### src/rtl/saph_pixel_unpack_pkg.sv
// Shared types for the read-side pixel unpacker: format descriptor, ARGB colour and the
// MSB-first bit-replication used to widen narrow channels to 8 bits.
package saph_pixel_unpack_pkg;

    localparam logic [3:0] SAPH_PIXTYPE_ARGB = 4'h0;
    localparam logic [3:0] SAPH_PIXTYPE_RGB  = 4'h1;

    // One channel: bit position inside the pixel and width minus one (1..8 bits).
    typedef struct packed {
        logic [4:0] pos;
        logic [2:0] wm1;
    } chfmt_t;

    // size holds the pixel width minus one (1..32 bits).
    typedef struct packed {
        logic [3:0] cat;
        logic [4:0] size;
        chfmt_t     a;
        chfmt_t     r;
        chfmt_t     g;
        chfmt_t     b;
    } pixfmt_t;

    typedef struct packed {
        logic [7:0] a;
        logic [7:0] r;
        logic [7:0] g;
        logic [7:0] b;
    } color_t;

    // Repeat the low wm1+1 bits of v, MSB first, until 8 bits are filled.
    function automatic logic [7:0] expand8(logic [7:0] v, logic [2:0] wm1);
        logic [7:0] res;
        logic [2:0] k;
        res = '0;
        k   = wm1;
        for (int i = 7; i >= 0; i--) begin
            res[i] = v[k];
            k      = (k == 3'd0) ? wm1 : k - 3'd1;
        end
        return res;
    endfunction

endpackage

### src/rtl/saph_pixel_unpack_chan.sv
// Combinational extraction of one channel from a masked pixel, widened to 8 bits.
module saph_chan_expand
    import saph_pixel_unpack_pkg::*;
(
    input  chfmt_t      chfmt_i,
    input  logic [31:0] pixel_i,
    output logic [7:0]  chan_o
);

    logic [7:0] raw;

    // Bits above the channel width are ignored by expand8.
    assign raw    = 8'(pixel_i >> chfmt_i.pos);
    assign chan_o = expand8(raw, chfmt_i.wm1);

endmodule

### src/rtl/saph_pixel_unpack.sv
// Read-path pixel decoder: packs 32-bit words into a bit buffer and pops one ARGB8888 pixel
// per cycle as described by the latched format descriptor.
module saph_pixel_unpack
    import saph_pixel_unpack_pkg::*;
#(
    parameter int unsigned WORD_W = 32,
    parameter int unsigned BUF_W  = 64
) (
    input  logic              clk_i,
    input  logic              rst_i,
    input  logic              fmt_load_i,
    input  pixfmt_t           fmt_i,
    input  logic              flush_i,
    input  logic              in_valid_i,
    output logic              in_ready_o,
    input  logic [WORD_W-1:0] in_word_i,
    output logic              out_valid_o,
    input  logic              out_ready_i,
    output logic [WORD_W-1:0] out_color_o
);

    localparam int unsigned CntW = $clog2(BUF_W + 1);

    typedef enum logic [0:0] {StUnconf, StRun} state_e;

    state_e            st_q, st_d;
    pixfmt_t           fmt_q, fmt_d;
    logic [BUF_W-1:0]  buf_q, buf_d;
    logic [CntW-1:0]   cnt_q, cnt_d;
    logic              out_valid_q, out_valid_d;
    color_t            out_color_q, out_color_d;

    logic [5:0]        shift_s;
    logic              push;
    logic              pop;
    logic [CntW-1:0]   avail;
    logic [BUF_W-1:0]  comb_buf;
    logic [WORD_W-1:0] pix_mask;
    logic [WORD_W-1:0] pixel;
    logic [7:0]        ch_a, ch_r, ch_g, ch_b;
    color_t            pix_color;

    assign shift_s    = {1'b0, fmt_q.size} + 6'd1;
    assign in_ready_o = (st_q == StRun) && (cnt_q <= CntW'(WORD_W)) && !flush_i && !fmt_load_i;
    assign push       = in_valid_i && in_ready_o;

    // An incoming word is visible to the pop logic in the same cycle, giving one-cycle latency.
    assign avail    = push ? cnt_q + CntW'(WORD_W) : cnt_q;
    assign comb_buf = buf_q | (push ? ({{(BUF_W - WORD_W){1'b0}}, in_word_i} << cnt_q) : '0);
    assign pop      = (st_q == StRun) && !flush_i && !fmt_load_i &&
                      (avail >= CntW'(shift_s)) && (!out_valid_q || out_ready_i);

    // Shift by 32 yields zero, so a full-width pixel gets an all-ones mask.
    assign pix_mask = ~({WORD_W{1'b1}} << shift_s);
    assign pixel    = comb_buf[WORD_W-1:0] & pix_mask;

    saph_chan_expand u_exp_a (.chfmt_i(fmt_q.a), .pixel_i(pixel), .chan_o(ch_a));
    saph_chan_expand u_exp_r (.chfmt_i(fmt_q.r), .pixel_i(pixel), .chan_o(ch_r));
    saph_chan_expand u_exp_g (.chfmt_i(fmt_q.g), .pixel_i(pixel), .chan_o(ch_g));
    saph_chan_expand u_exp_b (.chfmt_i(fmt_q.b), .pixel_i(pixel), .chan_o(ch_b));

    always_comb begin
        pix_color = '0;
        if (fmt_q.cat == SAPH_PIXTYPE_ARGB) begin
            pix_color = '{a: ch_a, r: ch_r, g: ch_g, b: ch_b};
        end else if (fmt_q.cat == SAPH_PIXTYPE_RGB) begin
            pix_color = '{a: 8'hFF, r: ch_r, g: ch_g, b: ch_b};
        end
    end

    always_comb begin
        st_d        = st_q;
        fmt_d       = fmt_q;
        buf_d       = buf_q;
        cnt_d       = cnt_q;
        out_valid_d = out_valid_q;
        out_color_d = out_color_q;
        if (fmt_load_i) begin
            st_d        = StRun;
            fmt_d       = fmt_i;
            buf_d       = '0;
            cnt_d       = '0;
            out_valid_d = 1'b0;
            out_color_d = '0;
        end else if (st_q == StRun) begin
            if (flush_i) begin
                buf_d = '0;
                cnt_d = '0;
            end else if (pop) begin
                buf_d = comb_buf >> shift_s;
                cnt_d = avail - CntW'(shift_s);
            end else begin
                buf_d = comb_buf;
                cnt_d = avail;
            end
            if (pop) begin
                out_valid_d = 1'b1;
                out_color_d = pix_color;
            end else if (out_ready_i) begin
                out_valid_d = 1'b0;
            end
        end
    end

    always_ff @(posedge clk_i) begin
        if (rst_i) begin
            st_q        <= StUnconf;
            fmt_q       <= '0;
            buf_q       <= '0;
            cnt_q       <= '0;
            out_valid_q <= 1'b0;
            out_color_q <= '0;
        end else begin
            st_q        <= st_d;
            fmt_q       <= fmt_d;
            buf_q       <= buf_d;
            cnt_q       <= cnt_d;
            out_valid_q <= out_valid_d;
            out_color_q <= out_color_d;
        end
    end

    assign out_valid_o = out_valid_q;
    assign out_color_o = out_color_q;

endmodule
### config.mk
export PLATFORM = sky130hd
export DESIGN_NAME = saph_pixel_unpack
export DESIGN_NICKNAME = d
export VERILOG_FILES = /design/src/rtl/saph_pixel_unpack_pkg.sv /design/src/rtl/saph_pixel_unpack_chan.sv /design/src/rtl/saph_pixel_unpack.sv
export SDC_FILE = /design/constraint.sdc
export NUM_CORES = 1
export LEC_CHECK = 0
export ABC_CLOCK_PERIOD_IN_PS = 8500
export BUFFER_PORTS_ARGS = -buffer_cell sky130_fd_sc_hd__buf_2
export CAP_MARGIN = 20
export CELL_PAD_IN_SITES_DETAIL_PLACEMENT = 1
export CELL_PAD_IN_SITES_GLOBAL_PLACEMENT = 1
export CORE_AREA = 3 3 219 221
export DETAILED_ROUTE_END_ITERATION = 6
export DIE_AREA = 0 0 222 224
export GPL_ROUTABILITY_DRIVEN = 0
export PLACE_DENSITY_LB_ADDON = 0.05
export SLEW_MARGIN = 40
export SYNTH_ARGS = -nofsm -noshare
export SYNTH_HDL_FRONTEND = slang
export SYNTH_SLANG_ARGS = --single-unit
### constraint.sdc
create_clock -name clk_i -period 8.5 [get_ports clk_i]
set_input_delay 1.7 -clock clk_i [delete_from_list [all_inputs] [get_ports clk_i]]
set_output_delay 1.7 -clock clk_i [all_outputs]
set_load 0.1 [all_outputs]
==> run summary <==
Outcome - complete, no violations
FF+latch count, synth - 146
Seq pwr share - 26.3%
Leading cell types in the layout, fill and taps excluded - 319 x mux2i_1, 311 x nor2_1, 286 x nand2_1
Hold_buf cts - 0
Share of the yosys chip area belonging to registers - 12.17%
Clock power frac - 31.9%
Setup_tns - 0 ns
Synth cell types - 120
Syn_nets - 3284
Reg2reg end - out_color_o[24]
Hold depth - 2
# DRC - 0
Min Hold Slack - 0.4528 ns
Total CTS buffers - 17
Synthesized instance count - 3167
Pwr Total - 2.821 mW
Setup Buffers After CTS - 0
Syn Std Cell Area - 24020 sq um
Finished Layout Cells - 3707
Fraction of registers with async set/reset - 0%
Max clock buf depth - 2
Total track usage - 44.54%
Routed len/inst - 31.10 um
Routed via count - 28900
Largest net degree at the start of global routing - 66
Sw frac - 42.57%
Internal - 1.620 mW
CTS tree - done
Initial Utilization - 51.82%
Setup CP Type - register to register
Die height - 224 um
Die width - 222 um
Logic pwr share - 41.9%
Ys Warns - 0
Die area - 49730 sq um
Post-DRT Antenna Nets - 0
Final slew viol count - 0
Crit Reg-Reg Startpoint - fmt_q[25]
Hold path startpoint - out_color_o[0]
Area grow syn2layout - 6.078%
Leakage - 9.605 nW
Io pins - 113
TritonCTS Sinks - 146
RSZ-0062 raised after global routing - false
Commonest non-fill, non-tap cell in the layout - mux2i_1
Worst hold path class - register to register
Max-Cap Viols - 0
Dpl cells - 3675
Clock skew - 0.01617 ns
H-Tree Depth - 4
Reg2reg setup slack - 1.41 ns
# fillers - 5818
Post-cts sizing count - 0
DRT Wirelength - 115300 um
Layout cell share with drive strength beyond 1 - 17.26%
Cell area power density - 110.7 nW/um^2
Psw - 1.201 mW
Slew margin rel. - 30.79%
Final worst slack - 1.412 ns
Port Buffers - 112
Clk pin slew, worst setup/hold paths - 0.08 ns
Fmax - 141.1 MHz
ANT cells - 0
Avg Cell Area, Syn - 7.585 sq um
Maximum VDD drop - 0.1173 mV
Clock latency on the worst-skew pair - 0.52 ns
Actual slew at the worst max-slew pin - 1.038 ns
Initial DRC count - 5203
Drt pass-1 iters - 6
Nets - 3204
CTS root buf - clkbuf_16
Worst-path maximum fanout - 14
Vias in the first global route - 28240
Synth area leaders - mux2i_1 13%, dfxtp_1 12%, mux4_2 10%
Core Footprint - 46360 sq um
Global-route wire length before repair - 174100 um
Hold Fails Final Rpt - 0
Critical path startpoint category - register
Prevailing post-synth register cell - dfxtp_1
Cell count of the worst reg-to-reg path - 25
Crit path arrival time - 7.49 ns
Global route overflow - 0
WP data required - 8.91 ns
Post-synth top area share - 13.29%
Vias per cell - 7.795
Post-synth EDFFs - 0
DP Worst Slack - 1.621 ns
Post-route clock period utilization - 83.39%
Crit. End Element - register
Rows - 79
Largest area contributor in the netlist - mux2i_1
Setup-failing EPs final - 0
Hold EP - out_color_o[0]
Post-DP HPWL - 82960 um
Period minus WS final - 7.088 ns
Initial antenna violation count - 2
## cells by family after synthesis
group	after synthesis	share of synthesized area, %
and+or+nand+nor	993	19.32
DFF	146	12.17
muxes	538	28.90
buffers and inverters	359	6.141
adders and majority gates	38	2.011
xor gates and xnor gates	23	0.8386
AOI/OAI and AO/OA	1070	30.62
## metal layers
layer  up-vias  routed length [um]  track usage [%]
li1      12020                   -                -
met5         -                  34                0
met1     14120               44130            57.58
met4         4                8073            26.21
met3       603               13750            11.49
met2      2155               49300            67.29
## layout make-up
| type | count | area (sq um) | share of cell area (%) |
|---|---|---|---|
| Multi-Input combinational cell | 2662 | 19750 | 77.49 |
| Tap cell | 607 | 759.5 | 2.980 |
| Sequential cell | 146 | 2942 | 11.54 |
| Clock inverter | 14 | 209.0 | 0.8200 |
| Inverter | 80 | 300.3 | 1.178 |
| Timing Repair Buffer | 180 | 1086 | 4.262 |
| Clock buffer | 18 | 439.2 | 1.723 |
## how the worst max path moves through the flow
stage	slack, ns	to	cells past startpoint	startpoint
floorplan	1.69	out_color_o[5]	15	flush_i
global placement	1.86	out_color_o[28]	14	fmt_load_i
detailed placement	1.62	out_color_o[24]	25	fmt_q[25]
CTS	1.50	out_color_o[24]	25	fmt_q[25]
global route	0.77	out_color_o[24]	24	fmt_q[25]
finish	1.41	out_color_o[24]	25	fmt_q[25]
## metrics by stage
step	utilization [%]	instance area (sq um)
final	54.97	25480
after global routing	54.97	25480
after CTS	54.88	25440
after detailed placement	53.49	24800
after global placement	53.28	24700
after floorplan	-	24020
## synth_stat cells, types with 38 or more instances
| cell | n |
|---|---|
| mux2i_1 | 319 |
| nor2_1 | 319 |
| nand2_1 | 287 |
| a21oi_1 | 245 |
| clkbuf_1 | 206 |
| o21ai_0 | 187 |
| dfxtp_1 | 146 |
| mux4_2 | 111 |
| mux2_2 | 104 |
| nor3_1 | 89 |
| inv_1 | 67 |
| nand3_1 | 59 |
| a31oi_1 | 56 |
| a211oi_1 | 50 |
| o22ai_1 | 46 |
| o211ai_1 | 41 |
| a22oi_1 | 38 |
## sequential cells by signal (all words and copies together), names as in the netlist
signal,cells
cnt_q,7
buf_q,64
out_color_o,32
st_q,1
out_valid_o,1
fmt_q,41
## worst max-delay path, stage by stage, from the launching register on
cell and delay (ns):
dfxtp_1 0.63, clkinv_1 0.39, ha_1 0.36, nand2b_1 0.22, nand2_1 0.10, o21ai_1 0.31, ha_1 0.36, nor3b_1 0.19
a31oi_1 0.07, o211ai_1 0.44, inv_1 0.09, ha_1 0.25, a31oi_1 0.32, xnor2_1 0.28, nor2_1 0.13, xnor2_1 0.15
nand2_1 0.07, o21ai_0 0.09, a22oi_1 0.54, ha_1 0.36, nor2b_1 0.07, o21ai_0 0.51, mux4_2 0.60, nor2_1 0.11
a21oi_1 0.06, a221oi_1 0.27
## power by group through the flow
stage | logic, mW | clock network (mW) | registers [mW]
6_report | 1.18 | 0.899 | 0.741
5_1_grt | 1.25 | 0.929 | 0.744
4_1_cts | 1.14 | 0.907 | 0.739
3_5_place_dp | 1.13 | 0 | 0.755
3_3_place_gp | 1.08 | 0 | 0.753
2_1_floorplan | 0.857 | 0 | 0.724
(Power assumes the default switching activity.)
